<file path="src/rtl/ipm_gf_pkg.sv">
// Shared GF(2^8) constants, byte type and FSM state encoding for the serial
// IPM unmasking block.
package ipm_gf_pkg;

    localparam int BYTE_W = 8;

    // Low byte of x^8+x^4+x^3+x+1; the x^8 term is implied by the carry-out.
    localparam logic [BYTE_W-1:0] GF_POLY = 8'h1B;

    typedef logic [BYTE_W-1:0] byte_t;

    typedef enum logic [1:0] {
        IDLE = 2'd0,
        ACC  = 2'd1,
        DONE = 2'd2
    } state_t;

endpackage

</file>
<file path="src/rtl/gf256_mul.sv">
// Combinational GF(2^8) multiplier: shift-and-add over the bits of b,
// reducing a by the field polynomial on every doubling.
module gf256_mul
    import ipm_gf_pkg::*;
(
    input  logic [BYTE_W-1:0] a,
    input  logic [BYTE_W-1:0] b,
    output logic [BYTE_W-1:0] p
);

    byte_t aa;
    byte_t bb;
    byte_t acc;

    always_comb begin
        aa  = a;
        bb  = b;
        acc = '0;
        for (int i = 0; i < BYTE_W; i++) begin
            if (bb[0]) begin
                acc = acc ^ aa;
            end
            bb = bb >> 1;
            aa = aa[BYTE_W-1] ? ((aa << 1) ^ GF_POLY) : (aa << 1);
        end
        p = acc;
    end

endmodule

</file>
<file path="src/rtl/ip_unmask_serial.sv">
// Serial IPM unmasking: S = XOR_i L[i]*R[i] over V shares, computed LANES
// products per beat across V/LANES beats, with valid/ready on both sides.
//
// state | meaning
// IDLE  | ready for operands; output idle
// ACC   | one beat of LANES products folded into acc per cycle
// DONE  | out_s valid, held until out_ready
module ip_unmask_serial
    import ipm_gf_pkg::*;
#(
    parameter int V     = 8,
    parameter int LANES = 2
) (
    input  logic                  clk,
    input  logic                  rst,
    input  logic                  in_valid,
    output logic                  in_ready,
    input  logic [V*BYTE_W-1:0]   in_l,
    input  logic [V*BYTE_W-1:0]   in_r,
    output logic                  out_valid,
    input  logic                  out_ready,
    output logic [BYTE_W-1:0]     out_s,
    output logic                  busy
);

    localparam int N  = V / LANES;
    localparam int KW = (N > 1) ? $clog2(N) : 1;
    localparam logic [KW-1:0] K_LAST = KW'(N - 1);

    if ((LANES < 1) || (LANES > V) || ((V % LANES) != 0)) begin : g_bad_cfg
        $error("ip_unmask_serial: LANES must divide V with 1 <= LANES <= V");
    end

    state_t              state_q;
    state_t              state_d;
    logic [KW-1:0]       k_q;
    logic [V*BYTE_W-1:0] l_q;
    logic [V*BYTE_W-1:0] r_q;
    byte_t               acc_q;
    byte_t               out_s_q;

    logic [V*BYTE_W-1:0] l_sel;
    logic [V*BYTE_W-1:0] r_sel;
    byte_t               prod  [LANES];
    byte_t               chain [LANES+1];
    byte_t               beat_x;

    always_ff @(posedge clk) begin
        if (rst) begin
            state_q <= IDLE;
        end else begin
            state_q <= state_d;
        end
    end

    always_comb begin
        state_d = state_q;
        case (state_q)
            IDLE:    if (in_valid)        state_d = ACC;
            ACC:     if (k_q == K_LAST)   state_d = DONE;
            DONE:    if (out_ready)       state_d = IDLE;
            default:                      state_d = IDLE;
        endcase
    end

    assign in_ready  = (state_q == IDLE);
    assign out_valid = (state_q == DONE);
    assign busy      = (state_q != IDLE);
    assign out_s     = out_s_q;

    // Beat mux: bring shares k*LANES .. k*LANES+LANES-1 down to the low lanes.
    assign l_sel = l_q >> (int'(k_q) * LANES * BYTE_W);
    assign r_sel = r_q >> (int'(k_q) * LANES * BYTE_W);

    assign chain[0] = '0;

    for (genvar j = 0; j < LANES; j++) begin : g_lane
        gf256_mul u_mul (
            .a (l_sel[j*BYTE_W +: BYTE_W]),
            .b (r_sel[j*BYTE_W +: BYTE_W]),
            .p (prod[j])
        );
        assign chain[j+1] = chain[j] ^ prod[j];
    end

    assign beat_x = chain[LANES];

    always_ff @(posedge clk) begin
        if (rst) begin
            k_q     <= '0;
            l_q     <= '0;
            r_q     <= '0;
            acc_q   <= '0;
            out_s_q <= '0;
        end else begin
            case (state_q)
                IDLE: begin
                    if (in_valid) begin
                        l_q   <= in_l;
                        r_q   <= in_r;
                        acc_q <= '0;
                        k_q   <= '0;
                    end
                end
                ACC: begin
                    acc_q <= acc_q ^ beat_x;
                    // The last beat's products go straight to out_s so it is valid on entry to DONE.
                    if (k_q == K_LAST) begin
                        out_s_q <= acc_q ^ beat_x;
                    end else begin
                        k_q <= k_q + 1'b1;
                    end
                end
                default: ;
            endcase
        end
    end

endmodule

</file>
<file path="config.mk">
export PLATFORM = sky130hd
export DESIGN_NAME = ip_unmask_serial
export DESIGN_NICKNAME = d
export VERILOG_FILES = /design/src/rtl/ipm_gf_pkg.sv /design/src/rtl/gf256_mul.sv /design/src/rtl/ip_unmask_serial.sv
export SDC_FILE = /design/constraint.sdc
export NUM_CORES = 1
export LEC_CHECK = 0
export ABC_AREA = 1
export BUFFER_PORTS_ARGS = -buffer_cell sky130_fd_sc_hd__buf_2
export CORE_ASPECT_RATIO = 1.2
export CORE_MARGIN = 1
export CORE_UTILIZATION = 40
export CTS_CLUSTER_SIZE = 20
export DETAILED_ROUTE_END_ITERATION = 6
export HOLD_SLACK_MARGIN = 0.05
export PLACE_DENSITY = 0.57
export REMOVE_ABC_BUFFERS = 1
export SETUP_SLACK_MARGIN = 0.4
export SYNTH_ARGS = -nofsm -noshare
export SYNTH_HDL_FRONTEND = slang
export SYNTH_SLANG_ARGS = --single-unit
</file>
<file path="constraint.sdc">
create_clock -name clk -period 3.86 [get_ports clk]
set_clock_uncertainty 0.2 [all_clocks]
set_input_delay 0.386 -clock clk [delete_from_list [all_inputs] [get_ports clk]]
set_output_delay 0.386 -clock clk [all_outputs]
set_load 0.005 [all_outputs]
</file>
* After elaboration in Yosys (flattened, before gate mapping)
Cells that the tools add are included.
** Word-level totals
- Register bits after elaboration :: 148
- Input bits :: 132
- Output and inout port bits :: 11
- Word-level logic and storage cells :: 93
** Operators by class
- Add/subtract/negate cells :: 1
- Equal/unequal tests :: 7
- Shifts and indexed selects :: 2
- Mux-type cells :: 39
- Bitwise operators :: 30
- Reductions and logical operators :: 8
** Operators by type and width (count)
- 8-bit 2-to-1 mux :: 17
- 64-bit by 6-bit right shift with 16-bit output :: 2
- 8-bit bitwise XOR :: 16
- 5-bit 2-to-1 mux :: 14
- 4-bit inverter :: 14
- 8-bit one-hot mux with 2 select lines :: 1
- 2-bit 2-to-1 mux :: 5
- 2-bit inequality test, second input constant :: 3
- 2-bit one-hot mux with 3 select lines :: 1
- 2-bit AND reduction :: 3
- 3-bit AND reduction :: 2
- 2-bit equality test, second input constant :: 2
- 2-bit one-hot mux with 2 select lines :: 1
- 2-bit nonzero test :: 2
- 2-bit by 1-bit adder with 2-bit output, second input constant :: 1
- 2-bit by 1-bit equality test with 1-bit output, second input constant :: 1
- 2-bit logical NOT :: 1
- 2-bit by 1-bit inequality test with 1-bit output, second input constant :: 1

* Longest topological paths before layout
Gate-level depths: netlist (run 1).
- Word-level depth :: 20
- Gate-level depth with buffers :: 26
- Gate-level depth less buffers :: 24

* Hierarchy
Synthesis (run 1) repeated with hierarchy kept, for this count alone.
** Second synthesis, totals
- Cells, all modules :: 1591
- Area, all modules :: 9688.0 µm²
** Modules (own cells, without submodules)
- ip_unmask_serial :: instances 1, cells each 913, area an instance 6333.6 µm², sequential area each 2962.8 µm²
- gf256_mul (g_lane[0].u_mul) :: instances 1, cells each 331, area an instance 1694.1 µm², sequential area each 0.0 µm²
- gf256_mul (g_lane[1].u_mul) :: instances 1, cells each 347, area an instance 1660.3 µm², sequential area each 0.0 µm²

* Least setup slack after synthesis (run 1)
No wires, ideal clock.
- Path kind :: reg2reg
- Start :: register k_q[0]
- End :: register out_s_q[6] (netlist: out_s[6])
- Setup time :: 0.114 ns
- Data arrival time :: 2.091 ns
- Required time :: 3.546 ns
- Slack :: 1.455 ns
- Stages on the path, launching flop included :: 19
- Buffers on the path :: 3
- Period minus slack after synthesis :: 2.405 ns
- Cells stage by stage :: dfxtp_1 buf_6 buf_4 buf_2 or2_2 a32oi_4 inv_2 nand3_1 nand2_1 nand2_1 inv_1 nand2_1 nand2_1 nand2_1 nand2_1 nand2_1 nand2_1 o21bai_1 inv_1
** Between the ends
- Cells in the longest elaborated chain, start to end :: 18
- Elaborated cells on any way between the ends :: 56
- Those cells by class :: eq/ne: 1; shift: 2; mux: 26; bitwise: 26; reduce/logical: 1
** Ends and longest elaborated chain
- from (decl) :: line ip_unmask_serial.sv:36 : logic [KW-1:0] k_q;
- from (signal assigned) :: line ip_unmask_serial.sv:111 : k_q <= k_q + 1'b1;
- 64-bit by 6-bit right shift with 16-bit output, on equally long branches :: line ip_unmask_serial.sv:72, ip_unmask_serial.sv:73
- 8-bit 2-to-1 mux :: line gf256_mul.sv:20 : if (bb[0]) begin
- 8-bit bitwise XOR :: line gf256_mul.sv:21 : acc = acc ^ aa;
- 8-bit 2-to-1 mux :: line gf256_mul.sv:20
- 8-bit bitwise XOR :: line gf256_mul.sv:21
- 8-bit 2-to-1 mux :: line gf256_mul.sv:20
- 8-bit bitwise XOR :: line gf256_mul.sv:21
- 8-bit 2-to-1 mux :: line gf256_mul.sv:20
- (+2 left out)
- 8-bit bitwise XOR :: line gf256_mul.sv:21
- 8-bit 2-to-1 mux :: line gf256_mul.sv:20
- 8-bit bitwise XOR :: line gf256_mul.sv:21
- 8-bit 2-to-1 mux :: line gf256_mul.sv:20
- 8-bit bitwise XOR :: line gf256_mul.sv:21
- 8-bit 2-to-1 mux :: line gf256_mul.sv:20
- 8-bit bitwise XOR :: line ip_unmask_serial.sv:83 : assign chain[j+1] = chain[j] ^ prod[j];
- 8-bit bitwise XOR :: line ip_unmask_serial.sv:109 : out_s_q <= acc_q ^ beat_x;
- to (signal assigned) :: line ip_unmask_serial.sv:109
- to (decl) :: line ip_unmask_serial.sv:40 : byte_t out_s_q;
Parallel ways exist; a longest one is shown, timed or not.
A chain may end at the register's enable or synchronous reset.

* Worst setup path after layout (run 1)
- Start :: register k_q[0]
- End :: register out_s_q[3] (netlist: out_s[3])
** Between the ends
- Cells in the longest elaborated chain, start to end :: 19
- Elaborated cells on any way between the ends :: 64
- Those cells by class :: eq/ne: 1; shift: 2; mux: 30; bitwise: 30; reduce/logical: 1
** Ends and longest elaborated chain
- 64-bit by 6-bit right shift with 16-bit output :: line ip_unmask_serial.sv:72 : assign l_sel = l_q >> (int'(k_q) * LANES * BYTE_W);
- 4-bit inverter (no source line)
- 5-bit 2-to-1 mux :: line gf256_mul.sv:24 : aa = aa[BYTE_W-1] ? ((aa << 1) ^ GF_POLY) : (aa << 1);
- 8-bit bitwise XOR :: line gf256_mul.sv:21
- 8-bit 2-to-1 mux :: line gf256_mul.sv:20
- 8-bit bitwise XOR :: line gf256_mul.sv:21
- 8-bit 2-to-1 mux :: line gf256_mul.sv:20
- 8-bit bitwise XOR :: line gf256_mul.sv:21
- (+3 left out)
- 8-bit bitwise XOR :: line gf256_mul.sv:21
- 8-bit 2-to-1 mux :: line gf256_mul.sv:20
- 8-bit bitwise XOR :: line gf256_mul.sv:21
- 8-bit 2-to-1 mux :: line gf256_mul.sv:20
- 8-bit bitwise XOR :: line gf256_mul.sv:21
- 8-bit 2-to-1 mux :: line gf256_mul.sv:20
- 8-bit bitwise XOR :: line ip_unmask_serial.sv:83
- 8-bit bitwise XOR :: line ip_unmask_serial.sv:109
Parallel ways exist; a longest one is shown, timed or not.

==> results of run 1 <==
-- stage by stage --
step                      TNS [ns]  hold slack, ns
after global routing             0          0.0755
after detailed placement         0           0.244
after CTS                        0          0.0526
final                            0          0.0552
after floorplan             -60.84           0.225
after global placement           0           0.239
-- path summary, 6_finish.rpt --
path / from / end / slack (ns)
max: k_q[0] / out_s[3] / 0.73
min: in_l[39] / l_q[39] / 0.06
max reg2reg: k_q[0] / out_s[3] / 0.73
min reg2reg: r_q[37] / r_q[37] / 0.26
-- worst register-to-register path, cell delays in order, from the launching register on --
cell      delay (ns)
dfxtp_2         0.41
buf_8           0.25
nand2_1         0.14
nand2_1         0.07
nand2_1         0.04
nand2_1         0.19
buf_4           0.19
nand2_1         0.08
nand2_1         0.16
nand2_1         0.09
nand2_1         0.22
nand2_1         0.10
nand3_1         0.14
inv_1           0.05
nand2_1         0.05
nand2_1         0.07
inv_1           0.06
nand2_1         0.05
nand2_1         0.10
inv_1           0.05
nand3_1         0.06
nand2_1         0.09
o21bai_1        0.13
inv_1           0.05
-- cells in the final DEF, fill, tap and decap left out, types with 2 or more instances in the layout --
master / count
dlygate4sd3_1: 112
inv_2: 14
nand4_1: 5
nand2_1: 671
inv_6: 4
xor2_1: 14
a21oi_1: 63
nor2_1: 261
bufinv_16: 2
or2_2: 5
dfxtp_1: 146
dfxtp_2: 2
nand3_1: 167
clkinvlp_4: 2
xnor2_1: 22
o21ai_1: 7
o21a_1: 2
nand3b_1: 11
clkinv_4: 3
o21ai_0: 140
inv_1: 117
o211ai_1: 5
nand2_2: 27
a32oi_2: 3
clkbuf_16: 17
o21bai_1: 3
buf_2: 142
clkinv_2: 4
or2_1: 6
buf_4: 21
-- flip-flops by register name (all words and copies together) (netlist names) --
| signal | cells |
|---|---|
| acc_q | 8 |
| k_q | 2 |
| l_q | 64 |
| out_s | 8 |
| r_q | 64 |
| state_q | 2 |
-- repair_timing --
item | CTS | global route
resized for setup | 0 | 6
endpoints found under the hold margin | 112 | 0
endpoints found under the setup margin | 0 | 11
hold buffers | 112 | 0
-- power by group through the flow --
| stage | combinational (uW) | sequential (uW) | clock, uW |
|---|---|---|---|
| detailed placement | 2760 | 1780 | 0 |
| global placement | 2730 | 1780 | 0 |
| floorplan | 1980 | 1780 | 0 |
| finish | 2860 | 1750 | 1680 |
| CTS | 2850 | 1740 | 1730 |
| global route | 3290 | 1760 | 1780 |
-- cell families (layout without fill, tap and decap cells) --
group | after synthesis | count (layout) | share of synthesized area
AND/OR/NAND/NOR | 1158 | 1158 | 0.463
AO/OA/AOI/OAI | 225 | 225 | 0.119
buffers and inverters | 212 | 445 | 0.0932
flip-flops | 148 | 148 | 0.291
XOR/XNOR | 37 | 37 | 0.0326
adder cells (fa/ha/maj) | 1 | 1 | 0.00123
-- routing by layer --
| metal | vias up | share of wire | GRT usage | wire length, um |
|---|---|---|---|---|
| li1 | 6047 | - | - | - |
| met1 | 5065 | 0.49 | 0.335 | 15100 |
| met2 | 214 | 0.46 | 0.419 | 14400 |
| met3 | 29 | 0.035 | 0.0294 | 1100 |
| met4 | 0 | 0.016 | 0.0704 | 501 |
| met5 | - | 0 | 0 | 0 |
-- area by class of cell --
type	count	area, sq um	share of cell area
tap	325	407	0.0318
clock buffer	18	429	0.0336
clock inverter	14	151	0.0118
multi-input combinational	1421	6270	0.491
sequential	148	2970	0.232
timing repair buffer	278	2040	0.159
inverter	135	518	0.0405
==> reports/qor.csv, run 1 <==
metric,value,unit
status,finished clean,
placed insts,2195,
total design power,6280,uW
Comb power frac,0.455,
Clock Latency Late Sink,0.44,ns
GP Congestion,0.938,
total setup buffers inserted after CTS,0,
io pins,143,
largest area contributor in the synthesized netlist,dfxtp_1,
Final Hold Fails,0,
WHS Path Cells,3,
"EDFF count, synth",0,
family with the most delay on the worst path,simple AND/OR/NAND/NOR gates,
fin cells,2339,
Overflow after GRT,0,
Crit path depth,23,
synthesized cell area,0.0102,sq mm
Worst-Margin Slew,1.07,ns
final net count,2134,
number of DRC markers in iteration 0,610,
Worst setup SP type,register,
Setup CP Type,reg -> reg,
pin count of the biggest net entering global routing,138,
drt via density,4.85,
ant diodes,0,
final instance area,0.0128,sq mm
hpwl dp,22300,um
"Data required, critical path",3.99,ns
Max Transition Viols Final,0,
Mean Syn Cell Area,5.71,sq um
worst-case reg-to-reg path depth,23,
final setup vio count,0,
leak pwr,0.00639,uW
CP Capture Type,register,
"Buf+Inv Stages, Crit Path",6,
site row count,63,
synth unique cells,35,
CTS root buffer,clkbuf_16,
core region area,0.0248,sq mm
Hold Crit Class,in -> reg,
wire per inst,13.3,um
H-tree depth,4,
Max Fclk,320,MHz
post-synthesis sequential area ratio,0.291,
initial antenna violation count,0,
Die H,177,um
sequence of cells on the critical path,"buf_8, nand2_1, nand2_1, nand2_1, nand2_1, buf_4, nand2_1, nand2_1, nand2_1, nand2_1, nand2_1, nand3_1, inv_1, nand2_1, nand2_1, inv_1, nand2_1, nand2_1, inv_1, nand3_1, nand2_1, o21bai_1, inv_1",
first-pass GRT wire length,51900,um
Int Power,3590,uW
input/output buffers,142,
pre-CTS setup slack,0.626,ns
most common cell in the netlist,nand2_1,
DR pass1 iterations,6,
final wirelength,31100,um
CTS Buf Count,17,
"most used cell, CP",nand2_1,
worst-case clock buffer depth,2,
vias in the first global route,10551,
Crit-path slowest cell,dfxtp_2,
Post-route DRC,0,
Filler Cell Count,2673,
maximum VDD drop,300,uV
Crit Path Max Fanout,37,
Mapped Cells,1781,
switching part of the total power,0.428,
switching pwr,2690,uW
Die Area,0.0261,sq mm
clock network power share,0.267,
Yosys top cell area share,0.291,
yosys warns,0,
"top cells by area, synth","dfxtp_1 29%, nand2_1 25%, nor2_1 9.6%",
routed via count,11355,
Routed Antenna Nets,0,
max-cap violation count,0,
Clock Sinks,148,
ys flop type,dfxtp_1,
post-synthesis async set-or-reset flop share,0,
Util after Layout,0.515,
worst path arrival time,3.26,ns
layout cells sized above 1,0.127,
starting density of the core,0.410,
placed cell area,0.0111,sq mm
Final period util,0.810,
RSZ-0062 raised after global routing,false,
Max-Slew Margin vs Limit,0.288,
CTS tree,done,
PD cells,492,mW/mm^2
Seq pwr share,0.278,
GRT Overall Usage,0.250,
die width,148,um
#FFs+latches synth,148,
fin worst setup slack,0.733,ns
area added between synthesis and finish,25.6,%
Worst-path clk slew,0.07,ns
commonest cells in the netlist,"673 x nand2_1, 261 x nor2_1, 167 x nand3_1",
Max stage delay on crit path,0.41,ns
minimum clock period after layout,3.13,ns
No activity file was read; power rests on OpenSTA's default activity.
==> run 2: changes to the inputs <==
--- a/config.mk
+++ b/config.mk
@@ -13,7 +13,7 @@
 export CTS_CLUSTER_SIZE = 20
 export DETAILED_ROUTE_END_ITERATION = 6
 export HOLD_SLACK_MARGIN = 0.05
-export PLACE_DENSITY = 0.57
+export PLACE_DENSITY = 0.59
 export REMOVE_ABC_BUFFERS = 1
 export SETUP_SLACK_MARGIN = 0.4
 export SYNTH_ARGS = -nofsm -noshare
==> constraint.sdc (replaced) <==
create_clock -name clk -period 2.6 [get_ports clk]
set_clock_uncertainty 0.2 [all_clocks]
set_input_delay 0.26 -clock clk [delete_from_list [all_inputs] [get_ports clk]]
set_output_delay 0.26 -clock clk [all_outputs]
set_load 0.005 [all_outputs]
==> reports/qor.csv, run 2 (same netlist as run 1, synthesis figures left out) <==
metric,value,unit
final net count,2277,
worst-case clock buffer depth,2,
vias in the first global route,11193,
minimum clock period after layout,2.70,ns
Final period util,1.04,
Final Hold Fails,0,
CTS Buf Count,17,
worst path arrival time,2.81,ns
Max Transition Viols Final,0,
io pins,143,
placed cell area,0.0120,sq mm
FF-to-FF Start,k_q[0],
Worst-Margin Slew,0.668,ns
routed via count,12014,
PD cells,713,mW/mm^2
CTS root buffer,clkbuf_16,
Die Area,0.0261,sq mm
maximum VDD drop,405,uV
final instance area,0.0147,sq mm
worst-case reg-to-reg path depth,21,
fin worst setup slack,-0.0957,ns
min-delay src,rst,
failing checks,setup timing,
ant diodes,0,
"Data required, critical path",2.72,ns
final wirelength,33800,um
WHS Path Cells,3,
CTS tree,done,
multi-input logic area,0.00687,sq mm
fin cells,2482,
site row count,63,
DR WL met3,1190,um
Register Area,0.00297,sq mm
GP Congestion,0.949,
wire length on met1,15800,um
top sig layer,met4,
GRT Overall Usage,0.265,
input/output buffers,142,
initial antenna violation count,1,
DR pass1 iterations,5,
placed insts,2305,
Setup crit start,k_q[0],
R2R Setup Slk,-0.1,ns
Hold Crit Class,in -> reg,
Worst-path clk slew,0.07,ns
Clock Sinks,148,
Die H,177,um
drt via density,4.84,
Worst setup SP type,register,
CP Capture Type,register,
hpwl dp,23700,um
layout cells sized above 1,0.238,
first-pass GRT wire length,54800,um
Clock Latency Late Sink,0.44,ns
Met2 Wirelength,16200,um
Overflow after GRT,0,
RSZ-0062 raised after global routing,true,
Setup CP Type,reg -> reg,
die width,148,um
Setup TNS,-0.895,ns
Crit Path Max Fanout,17,
pin count of the biggest net entering global routing,100,
number of DRC markers in iteration 0,528,
starting density of the core,0.410,
"commonest non-fill, non-tap cell in the layout",nand2_1,
most frequent cells in the layout,"584 x nand2_1, 246 x nor2_1, 154 x nand3_1",
wire per inst,13.6,um
max-cap violation count,0,
final setup vio count,14,
H-tree depth,4,
pre-CTS setup slack,-0.298,ns
Min Hold Slack,0.0792,ns
Max Fclk,371,MHz
core region area,0.0248,sq mm
area added between synthesis and finish,44.8,%
Filler Cell Count,2481,
Post-route DRC,0,
status,"complete, but fails checks",
leak pwr,0.00731,uW
Max-Slew Margin vs Limit,0.553,
Top Registers,"l_q x64, r_q x64",
Routed Antenna Nets,0,
run 2: cell count changes in the layout (fill, tap and decap cells not counted), moves of 13 or more:
cell	before	now
nand2_4	1	26
nand2_1	671	584
nor2_2	1	14
buf_12	1	14
nand3_1	167	154
nand2_2	27	90
buf_4	21	127
nor2_1	261	246
nand3_2	0	13
dlygate4sd3_1	112	129
run 2: metrics by stage:
step / power [uW] / util
4_1_cts: 10300 / 0.580
3_5_place_dp: 7250 / 0.484
3_3_place_gp: 7190 / 0.484
5_1_grt: 11300 / 0.594
6_report: 10500 / 0.594
2_1_floorplan: 5580 / -
run 2: worst max-delay path, stage by stage, from the launching register on:
cell     delay [ns]
dfxtp_4        0.43
buf_12         0.17
nand2_1        0.08
nand2_1        0.08
nand2_2        0.06
nand2_4        0.12
buf_4          0.13
nand2_1        0.07
nand2_2        0.12
nand2_1        0.06
nand2_1        0.14
nand2_1        0.12
nand2_1        0.09
nand2_1        0.07
nand2_1        0.07
nand2_1        0.07
nand2_1        0.07
nand2_1        0.05
nand2_1        0.08
nand3_1        0.09
nand2_1        0.13
a21oi_1        0.07
run 2: final timing paths:
kind | endpoint
worst max register to register | out_s[4]
worst min register to register | r_q[4]
worst max-delay path | out_s[4]
worst min-delay path | acc_q[3]
run 2: repair_timing:
action / CTS / global route
setup endpoints to repair: 16 / 16
buffers inserted: 8 / 4
pin swaps: 15 / 6
gates resized for setup: 102 / 79
cloned: 3 / 1
hold buffers: 129 / 0
endpoints found under the hold margin: 129 / 0
run 2: report_power, final:
part	switching [uW]	internal, uW	leakage, uW
clock	1130	1440	0.000290
combinational	3190	2150	0.00579
sequential	120	2480	0.00123
run 2: metal layers:
| layer | vias up | global-route usage |
|---|---|---|
| li1 | 6329 | - |
| met1 | 5430 | 0.337 |
| met2 | 225 | 0.463 |
| met3 | 30 | 0.0374 |
| met4 | 0 | 0.0777 |
| met5 | - | 0 |
run 2: final cells by class:
cell class	instances	share of cell area
flip-flops and latches	148	0.202
clock buffers	17	0.0289
clock inverters	15	0.0116
inverters	135	0.0353
well taps	325	0.0276
repair buffers	420	0.229
multi-input cells	1422	0.466
